==> config.mk <==
export PLATFORM = sky130hd
export DESIGN_NAME = mult_norm_pipe
export DESIGN_NICKNAME = d
export VERILOG_FILES = /design/src/rtl/mx_norm_pkg.sv /design/src/rtl/mx_lzc.sv /design/src/rtl/mult_norm_pipe.sv
export SDC_FILE = /design/constraint.sdc
export NUM_CORES = 1
export LEC_CHECK = 0
export ABC_AREA = 1
export CORE_ASPECT_RATIO = 0.75
export CORE_MARGIN = 3
export CORE_UTILIZATION = 54
export CTS_BUF_LIST = sky130_fd_sc_hd__clkbuf_8
export DETAILED_ROUTE_END_ITERATION = 8
export PLACE_DENSITY = 0.77
export SETUP_SLACK_MARGIN = 0.15
export SYNTH_ARGS = -nofsm -noshare
export SYNTH_HDL_FRONTEND = slang
export SYNTH_SLANG_ARGS = --single-unit
export TNS_END_PERCENT = 100
==> constraint.sdc <==
create_clock -name clk -period 3.6 [get_ports clk]
set_input_delay 0.72 -clock clk [delete_from_list [all_inputs] [get_ports clk]]
set_output_delay 0.72 -clock clk [all_outputs]
set_load 0.005 [all_outputs]
==> src/rtl/mx_norm_pkg.sv <==
// Shared types and default widths for the product normalizer.
package mx_norm_pkg;

  // Rounding mode carried with each beat.
  typedef enum logic {
    RND_TRUNC = 1'b0,
    RND_RNE   = 1'b1
  } rnd_mode_e;

  // Classification decided in stage 1 and resolved in stage 2.
  typedef enum logic [1:0] {
    KindNorm,
    KindZero,
    KindFlush,
    KindOvf
  } beat_kind_e;

  localparam int unsigned DefExpW    = 8;
  localparam int unsigned DefManInW  = 16;
  localparam int unsigned DefManOutW = 7;

endpackage

==> src/rtl/mx_lzc.sv <==
// Leading-zero counter; an all-zero input yields W.
module mx_lzc #(
  parameter int unsigned W = 15,
  localparam int unsigned CntW = $clog2(W + 1)
) (
  input  logic [W-1:0]    data_i,
  output logic [CntW-1:0] cnt_o
);

  // Scan upward so the highest set bit sets the final count.
  always_comb begin
    cnt_o = CntW'(W);
    for (int unsigned i = 0; i < W; i++) begin
      if (data_i[i]) cnt_o = CntW'(W - 1 - i);
    end
  end

endmodule

==> src/rtl/mult_norm_pipe.sv <==
// Two-stage normalizer/rounder for raw multiplier products.
// Stage 1: carry handling, leading-zero count, shift. Stage 2: rounding,
// exponent adjust, saturation and flush.
module mult_norm_pipe
  import mx_norm_pkg::*;
#(
  parameter int unsigned EXP_W     = DefExpW,
  parameter int unsigned MAN_IN_W  = DefManInW,
  parameter int unsigned MAN_OUT_W = DefManOutW
) (
  input  logic                 clk,
  input  logic                 rst_n,
  input  logic                 in_valid,
  output logic                 in_ready,
  input  logic [EXP_W:0]       in_e,
  input  logic [MAN_IN_W-1:0]  in_m,
  input  logic                 in_rnd,
  output logic                 out_valid,
  input  logic                 out_ready,
  output logic [EXP_W-1:0]     out_e,
  output logic [MAN_OUT_W-1:0] out_m,
  output logic                 out_ovf,
  output logic                 out_unf
);

  // Normalized field below the carry bit; its MSB is the leading-1 slot.
  localparam int unsigned NormW    = MAN_IN_W - 1;
  localparam int unsigned LzW      = $clog2(NormW + 1);
  // Two spare bits so carry and rounding increments never wrap.
  localparam int unsigned ExpIW    = EXP_W + 2;
  localparam int unsigned GuardIdx = NormW - 1 - MAN_OUT_W;

  localparam logic [ExpIW-1:0]     ESat    = {2'b00, {EXP_W{1'b1}}};
  localparam logic [MAN_OUT_W-1:0] MHidden = {1'b1, {(MAN_OUT_W - 1){1'b0}}};

  // Handshake
  logic s1_valid_q;
  logic s1_adv;
  logic s2_adv;
  logic out_valid_q;

  assign s2_adv   = !out_valid_q || out_ready;
  assign s1_adv   = !s1_valid_q || s2_adv;
  assign in_ready = s1_adv;

  // Stage 1 datapath
  logic [LzW-1:0]       lz;
  logic [NormW-1:0]     norm;
  logic                 shift_out;
  logic [ExpIW-1:0]     in_e_x;
  logic [ExpIW-1:0]     lz_x;

  beat_kind_e           s1_kind_d, s1_kind_q;
  logic [ExpIW-1:0]     s1_e_d, s1_e_q;
  logic [MAN_OUT_W-1:0] s1_m_d, s1_m_q;
  logic                 s1_guard_d, s1_guard_q;
  logic                 s1_sticky_d, s1_sticky_q;
  rnd_mode_e            s1_rnd_q;

  mx_lzc #(
    .W (NormW)
  ) u_lzc (
    .data_i (in_m[NormW-1:0]),
    .cnt_o  (lz)
  );

  assign in_e_x = ExpIW'(in_e);
  assign lz_x   = ExpIW'(lz);

  // Classify the incoming beat and align its mantissa.
  always_comb begin
    s1_kind_d = KindNorm;
    s1_e_d    = '0;
    norm      = '0;
    shift_out = 1'b0;
    if (in_e[EXP_W]) begin
      s1_kind_d = KindOvf;
    end else if (in_m[MAN_IN_W-1]) begin
      norm      = in_m[MAN_IN_W-1:1];
      shift_out = in_m[0];
      s1_e_d    = in_e_x + ExpIW'(1);
    end else if (in_m == '0) begin
      s1_kind_d = KindZero;
    end else if (in_e_x <= lz_x) begin
      s1_kind_d = KindFlush;
    end else begin
      norm   = in_m[NormW-1:0] << lz;
      s1_e_d = in_e_x - lz_x;
    end
    s1_m_d      = norm[NormW-1 -: MAN_OUT_W];
    s1_guard_d  = norm[GuardIdx];
    s1_sticky_d = (|norm[GuardIdx-1:0]) | shift_out;
  end

  // Stage 1 register: load a new beat (or a bubble) whenever it can move on.
  always_ff @(posedge clk) begin
    if (!rst_n) begin
      s1_valid_q  <= 1'b0;
      s1_kind_q   <= KindZero;
      s1_e_q      <= '0;
      s1_m_q      <= '0;
      s1_guard_q  <= 1'b0;
      s1_sticky_q <= 1'b0;
      s1_rnd_q    <= RND_TRUNC;
    end else if (s1_adv) begin
      s1_valid_q <= in_valid;
      if (in_valid) begin
        s1_kind_q   <= s1_kind_d;
        s1_e_q      <= s1_e_d;
        s1_m_q      <= s1_m_d;
        s1_guard_q  <= s1_guard_d;
        s1_sticky_q <= s1_sticky_d;
        s1_rnd_q    <= rnd_mode_e'(in_rnd);
      end
    end
  end

  // Stage 2 datapath
  logic                 inc;
  logic [MAN_OUT_W:0]   m_sum;
  logic [MAN_OUT_W-1:0] m_r;
  logic [ExpIW-1:0]     e_r;
  logic [EXP_W-1:0]     out_e_d, out_e_q;
  logic [MAN_OUT_W-1:0] out_m_d, out_m_q;
  logic                 out_ovf_d, out_ovf_q;
  logic                 out_unf_d, out_unf_q;

  // Round, renormalize on carry-out, then saturate or pass through.
  always_comb begin
    inc   = (s1_rnd_q == RND_RNE) && s1_guard_q && (s1_sticky_q || s1_m_q[0]);
    m_sum = {1'b0, s1_m_q} + {{MAN_OUT_W{1'b0}}, inc};
    if (m_sum[MAN_OUT_W]) begin
      m_r = MHidden;
      e_r = s1_e_q + ExpIW'(1);
    end else begin
      m_r = m_sum[MAN_OUT_W-1:0];
      e_r = s1_e_q;
    end

    out_e_d   = '0;
    out_m_d   = '0;
    out_ovf_d = 1'b0;
    out_unf_d = 1'b0;
    unique case (s1_kind_q)
      KindOvf: begin
        out_e_d   = '1;
        out_ovf_d = 1'b1;
      end
      KindZero: ;
      KindFlush: out_unf_d = 1'b1;
      KindNorm: begin
        if (e_r >= ESat) begin
          out_e_d   = '1;
          out_ovf_d = 1'b1;
        end else begin
          out_e_d = e_r[EXP_W-1:0];
          out_m_d = m_r;
        end
      end
      default: ;
    endcase
  end

  // Output register: holds data steady while downstream stalls.
  always_ff @(posedge clk) begin
    if (!rst_n) begin
      out_valid_q <= 1'b0;
      out_e_q     <= '0;
      out_m_q     <= '0;
      out_ovf_q   <= 1'b0;
      out_unf_q   <= 1'b0;
    end else if (s2_adv) begin
      out_valid_q <= s1_valid_q;
      if (s1_valid_q) begin
        out_e_q   <= out_e_d;
        out_m_q   <= out_m_d;
        out_ovf_q <= out_ovf_d;
        out_unf_q <= out_unf_d;
      end
    end
  end

  assign out_valid = out_valid_q;
  assign out_e     = out_e_q;
  assign out_m     = out_m_q;
  assign out_ovf   = out_ovf_q;
  assign out_unf   = out_unf_q;

endmodule

== After elaboration in Yosys (flattened, before gate mapping) ==
Cells that the tools add are included.
Storage, ports and cells
  logic and storage cells: 72
  output and inout port bits: 19
  register bits after elaboration: 41
Operators by class
  bitwise logic cells: 1
  shift-type cells: 1
  equal/unequal tests: 2
  multiplexer cells: 38
  $add $sub $neg: 4
  order comparisons: 2
  reduce and logical (&&, ||, !) cells: 12
Operators by type and width (count)
  15-bit 2-to-1 mux: 4
  10-bit 2-to-1 mux: 5
  4-bit 2-to-1 mux: 8
  7-bit 2-to-1 mux: 3
  16-bit logical NOT: 1
  8-bit one-hot mux with 2 select lines: 1
  15-bit by 4-bit << shifter with 15-bit output: 1
  2-bit 2-to-1 mux: 6
  3-bit 2-to-1 mux: 4
  10-bit by 1-bit adder with 10-bit output, second input constant: 1
  9-bit by 1-bit adder with 10-bit output, second input constant: 1
  10-bit by 8-bit >= comparator with 1-bit output, second input constant: 1
  9-bit by 4-bit subtractor with 10-bit output: 1
  9-bit by 4-bit <= comparator with 1-bit output: 1
  7-bit by 1-bit adder with 8-bit output: 1
  8-bit 2-to-1 mux: 1
  7-bit OR reduction: 1
  1-bit 2-to-1 mux: 5
  2-bit == test, second input constant: 2
  2-bit AND reduction: 2
  1-bit logical OR: 3
  1-bit logical AND: 2
  1-bit logical NOT: 2
  2-bit logical NOT: 1
  other kinds (2): 2

== Longest topological paths before layout ==
  word-level depth: 22
  gate-level depth with buffers: 28
  mapped depth without buffers: 27

== Modules after synthesis ==
From an unflattened synthesis, not the netlist that was laid out.
Second synthesis, totals
  cells, all modules: 599
  area total of the unflattened synthesis: 3507.1 µm²
Modules (own cells, without submodules)
  mult_norm_pipe: seq. area each 820.8 µm², times used 1, area an instance 3325.7 µm², cells each 558
  mx_lzc: seq. area each 0.0 µm², times used 1, area an instance 181.4 µm², cells each 41

== Least setup slack after synthesis ==
No wires, ideal clock.
  path kind: input-to-reg
  from: input in_m[13]
  to: register s1_guard_q
  stages: 16
  setup time: 0.070 ns
  data required time: 3.530 ns
  slack: 0.295 ns
  arrival time: 3.235 ns
  path through: nor2_1 > nand2_1 > a21oi_2 > inv_1 > clkbuf_1 > ha_1 > nand3_1 > and2_1 > a41o_1 > nand4_1 > nand2_1 > nor2_1 > nand2_1 > o21ai_1 > nand2_1 > a21oi_1
Between the ends
  cells in the longest elaborated chain, start to end: 7
  elaborated cells between the ends (all ways): 9
  classes of those cells: 1 x order compare; 1 x shift; 6 x mux; 1 x reduce/logical
Ends and longest elaborated chain
  from (decl): RTL line mult_norm_pipe.sv:16  | input logic [MAN_IN_W-1:0] in_m,
  4-bit 2-to-1 mux (2 in a row): RTL line mx_lzc.sv:14  | if (data_i[i]) cnt_o = CntW'(W - 1 - i);
  9-bit by 4-bit <= comparator with 1-bit output / 15-bit by 4-bit << shifter with 15-bit output (equally long branches): RTL line mult_norm_pipe.sv:84, mult_norm_pipe.sv:87
  15-bit 2-to-1 mux: RTL line mult_norm_pipe.sv:84  | end else if (in_e_x <= lz_x) begin
  15-bit 2-to-1 mux (*): RTL line mult_norm_pipe.sv:82  | end else if (in_m == '0) begin
  15-bit 2-to-1 mux (*): RTL line mult_norm_pipe.sv:78  | end else if (in_m[MAN_IN_W-1]) begin
  15-bit 2-to-1 mux (*): RTL line mult_norm_pipe.sv:76  | if (in_e[EXP_W]) begin
  to (signal assigned): RTL line mult_norm_pipe.sv:111  | s1_guard_q <= s1_guard_d;
  to (decl): RTL line mult_norm_pipe.sv:56  | logic s1_guard_d, s1_guard_q;
Mark *: on every way between the ends. The rest lies on a longest branch, timed or not.
A chain may end at the register's enable or synchronous reset.

== Final worst setup path ==
  from: input in_m[13]
  to: register s1_e_q[4]
Between the ends
  cells in the longest elaborated chain, start to end: 7
  elaborated cells between the ends (all ways): 9
  classes of those cells: 1 x add/sub; 1 x order compare; 6 x mux; 1 x reduce/logical
Ends and longest elaborated chain
  4-bit 2-to-1 mux (2 in a row): RTL line mx_lzc.sv:14
  9-bit by 4-bit subtractor with 10-bit output / 9-bit by 4-bit <= comparator with 1-bit output (equally long branches): RTL line mult_norm_pipe.sv:88, mult_norm_pipe.sv:84
  10-bit 2-to-1 mux: RTL line mult_norm_pipe.sv:84
  10-bit 2-to-1 mux (*): RTL line mult_norm_pipe.sv:82
  10-bit 2-to-1 mux (*): RTL line mult_norm_pipe.sv:78
  10-bit 2-to-1 mux (*): RTL line mult_norm_pipe.sv:76
  to (signal assigned): RTL line mult_norm_pipe.sv:100  | s1_e_q <= '0;
  to (signal assigned): RTL line mult_norm_pipe.sv:109  | s1_e_q <= s1_e_d;
  to (decl): RTL line mult_norm_pipe.sv:54  | logic [ExpIW-1:0] s1_e_d, s1_e_q;
Marked as above.

==> tab_implementation.tex <==
\begin{tabular}{lr}
\hline
Metric & Value \\
\hline
\multicolumn{2}{l}{\textbf{Outcome}} \\
Run status & finished clean \\
\multicolumn{2}{l}{\textbf{Floorplanning}} \\
Floorplan core area & 0.00595 mm\^{}2 \\
Starting utilization of the core area & 0.569 \\
Site Rows & 24 \\
Die Span Y & about 75 um \\
Num ports & around 50 \\
Horizontal die dimension & 97.4 um \\
Total Die Area & around 0.0073 mm\^{}2 \\
\multicolumn{2}{l}{\textbf{STA}} \\
Post-layout minimum cycle time & 3.34 ns \\
Hold\_ws & $\sim$0.47 ns \\
Final number of setup-violating endpoints & 0 \\
Hold Fails Final Rpt & 0 \\
Max Clock Skew & approximately 0.0097 ns \\
Setup TNS & 0 ns \\
Crit path setup slack, layout & about 0.26 ns \\
Unrepaired setup endpoints after global routing & no \\
Slew @ Worst Pin & between 0.9 and 1 ns \\
Final period utilization & 0.928 \\
Count of final max-slew check failures & 0 \\
Slew headroom & 0.365 \\
Achievable Freq & about 0.3 GHz \\
\multicolumn{2}{l}{\textbf{Synth}} \\
Most instantiated cells after synthesis & 171 x sky130\_fd\_sc\_hd\_\_nand2\_1, 70 x sky130\_fd\_sc\_hd\_\_inv\_1, 59 x sky130\_fd\_sc\_hd\_\_nand3\_1, 44 x sky130\_fd\_sc\_hd\_\_a21oi\_1, 42 x sky130\_fd\_sc\_hd\_\_nor2\_1 \\
Biggest area contributors in the synthesized netlist & sky130\_fd\_sc\_hd\_\_dfxtp\_1 24\%, sky130\_fd\_sc\_hd\_\_nand2\_1 19\%, sky130\_fd\_sc\_hd\_\_nand3\_1 8.7\%, sky130\_fd\_sc\_hd\_\_inv\_1 7.8\%, sky130\_fd\_sc\_hd\_\_a21oi\_1 6.5\% \\
Number of synthesized flops with an enable pin & 0 \\
Main flop type after synthesis & sky130\_fd\_sc\_hd\_\_dfxtp\_1 \\
Most repeated cell in the gate-level netlist after synthesis & sky130\_fd\_sc\_hd\_\_nand2\_1 \\
Area share of the largest cell type after synthesis & 0.243 \\
Fraction of synthesis flops using an asynchronous set or reset pin & 0 \\
Sequential area share after synthesis & 0.243 \\
Yosys warning count & 0 \\
Leading area contributor after synthesis & sky130\_fd\_sc\_hd\_\_dfxtp\_1 \\
Netlist area before placement & around 0.0034 mm\^{}2 \\
Count of cell types in the netlist & 45 \\
Synth Register Bits & 41 \\
Synth Area per Inst & 6.06 um\^{}2 \\
Post-Syn Instances & 558 \\
Synthesized netlist net count & 600 \\
\multicolumn{2}{l}{\textbf{Clocking}} \\
Clk root buf & sky130\_fd\_sc\_hd\_\_clkbuf\_8 \\
Clk buf depth & 2 \\
Count of hold buffers inserted by post-cts repair & 0 \\
Total CTS buffers & 5 \\
Register clock-pin slew on the reported worst setup and hold paths & 0.08 ns \\
CTS H-tree depth & 2 \\
Later-pin clock latency in the skew report & around 0.30 ns \\
CTS tree & built \\
CTS sink count & 41 \\
\multicolumn{2}{l}{\textbf{Route}} \\
TritonRoute pass-1 iters & 7 \\
Detailed Route WL & 10.4 mm \\
Number of DRC markers in iteration 0 & around 420 \\
Post-detailed-route DRC marker count & 0 \\
Via density per instance & between 5 and 6 \\
Remaining antenna violation count & 0 \\
DR vias & roughly 4,000 \\
Routed length per placed instance & about 15 um \\
\multicolumn{2}{l}{\textbf{Critical path}} \\
Required time at the worst-slack endpoint & between 3 and 4 ns \\
Data arrival time of the critical path & 3.48 ns \\
Largest fanout of any net on the critical path & 7 \\
Critical Path End Type & register \\
Reg-to-reg setup timing slack & about 0.89 ns \\
Crit start category & input pin \\
Setup CP Type & input pin to register \\
\multicolumn{2}{l}{\textbf{Power and ir drop}} \\
VDD IR max & between 0.2 and 0.25 mV \\
Pwr dens & between 200 and 300 mW/mm\^{}2 \\
Total leakage power & roughly 2.1 nW \\
Total Power & around 0.0012 W \\
\multicolumn{2}{l}{\textbf{Place}} \\
Detail Placement HPWL & about 8 mm \\
I/O Buffers & between 40 and 50 \\
Minimum setup slack after placement & -0.207 ns \\
Final weighted congestion in routability-driven placement & a little over 1 \\
\multicolumn{2}{l}{\textbf{Global routing}} \\
Final global-route overflow total & 0 \\
Total global-route track usage & 0.285 \\
Wire length of the first global-routing pass & about 17 mm \\
Largest net degree at the start of global routing & 31 \\
Number of antenna violations at the first check in global routing & 0 \\
Number of global-route vias before repair & approximately 3,600 \\
\multicolumn{2}{l}{\textbf{Flow run}} \\
Max-Cap Viols & 0 \\
\multicolumn{2}{l}{\textbf{Finish}} \\
Final antenna diode count & 0 \\
Area grow syn2layout & 29.1\% \\
Final design utilization & 0.734 \\
Share of cells above drive strength 1 & 0.129 \\
NumNets Final & between 600 and 700 \\
\multicolumn{2}{l}{\textbf{Worst hold path}} \\
Path category of the worst min-delay check & register to register \\
\hline
\end{tabular}
-- path summary, 6_finish.rpt --
| check | from | to | cells past startpoint |
|---|---|---|---|
| worst max-delay path | in_m[13] | s1_e_q[4]$_SDFFE_PN0P_ | 16 |
| worst min-delay path | out_e[0]$_SDFFE_PN0P_ | out_e[0]$_SDFFE_PN0P_ | 2 |
| worst max register to register | s1_m_q[0]$_SDFFE_PN0P_ | out_m[4]$_SDFFE_PN0P_ | 15 |
| worst min register to register | out_e[0]$_SDFFE_PN0P_ | out_e[0]$_SDFFE_PN0P_ | 2 |
-- state kept, by name, indices dropped and copies added (netlist names) --
signal and count:
out_valid 1, out_unf 1, s1_valid_q 1, s1_rnd_q 1, out_m 7, out_ovf 1, s1_m_q 7, s1_kind_q 2
s1_sticky_q 1, s1_e_q 10, s1_guard_q 1, out_e 8
-- critical path, stage by stage --
cell	delay [ns]
sky130_fd_sc_hd__clkdlybuf4s50_1	0.45
sky130_fd_sc_hd__nor2_1	0.17
sky130_fd_sc_hd__nand2_1	0.16
sky130_fd_sc_hd__nor2_1	0.23
sky130_fd_sc_hd__inv_1	0.11
sky130_fd_sc_hd__ha_1	0.37
sky130_fd_sc_hd__a21oi_1	0.20
sky130_fd_sc_hd__and2_4	0.16
sky130_fd_sc_hd__a41o_1	0.08
sky130_fd_sc_hd__nand4_1	0.17
sky130_fd_sc_hd__nand2_4	0.21
sky130_fd_sc_hd__nor2_2	0.05
sky130_fd_sc_hd__inv_2	0.15
sky130_fd_sc_hd__o22ai_2	0.10
sky130_fd_sc_hd__nand2_1	0.07
sky130_fd_sc_hd__a21oi_1	0.05
-- cell families after synthesis --
kind of cell | synth area share
fa+ha+maj | 0.0466
simple gates | 0.403
compound gates | 0.162
flops | 0.243
xor+xnor | 0.0440
buf+inv | 0.102
-- placed cells by master, fill, tap and decap left out, types with 4 or more instances in the layout --
master	instances
sky130_fd_sc_hd__clkbuf_8	6
sky130_fd_sc_hd__xor2_1	11
sky130_fd_sc_hd__nor2_4	4
sky130_fd_sc_hd__ha_1	10
sky130_fd_sc_hd__o21ai_0	24
sky130_fd_sc_hd__inv_2	5
sky130_fd_sc_hd__o21ai_1	5
sky130_fd_sc_hd__nor2_1	39
sky130_fd_sc_hd__nand2_2	4
sky130_fd_sc_hd__xnor2_1	6
sky130_fd_sc_hd__nand2_1	170
sky130_fd_sc_hd__inv_1	66
sky130_fd_sc_hd__dfxtp_1	41
sky130_fd_sc_hd__dlymetal6s2s_1	7
sky130_fd_sc_hd__clkdlybuf4s50_1	41
sky130_fd_sc_hd__nand4_1	8
sky130_fd_sc_hd__a21oi_1	43
sky130_fd_sc_hd__nand3_1	58
sky130_fd_sc_hd__buf_4	36
-- timing repair --
item | CTS | global route
setup buffers | 0 | 2
pin swaps | 0 | 6
endpoints found under the hold margin | 0 | 0
gates resized for setup | 2 | 30
setup endpoints to repair | 4 | 19
-- per-stage QoR --
step | instances | area (um^2)
floorplan | 558 | 3380
global placement | 702 | 4140
detailed placement | 702 | 4140
CTS | 710 | 4260
global route | 712 | 4360
finish | 712 | 4360
-- power breakdown --
group	leakage (nW)	total, W	internal (W)	switching, W
combinational	1.70	0.000325	0.000136	0.000189
clock	0.0574	0.000391	0.000225	0.000165
sequential	0.334	0.000483	0.000469	0.0000139
total	2.09	0.00120	0.000831	0.000368
-- final cells by class --
| cell class | instances | area (um^2) |
|---|---|---|
| clock inverters | 2 | 37.5 |
| clock buffers | 6 | 82.6 |
| repair buffers | 84 | 768 |
| multi-input cells | 429 | 2290 |
| flip-flops and latches | 41 | 821 |
| inverters | 72 | 270 |
| fillers | 506 | 1580 |
| well taps | 78 | 97.6 |
-- routing by layer --
metal / GRT usage / wire length, um / vias to the layer above
li1: - / - / 1964
met1: 0.430 / 4950 / 1801
met2: 0.418 / 4230 / 203
met3: 0.0740 / 1150 / 14
met4: 0.0399 / 73 / 0
met5: 0 / 0 / -
(Power assumes the default switching activity.)
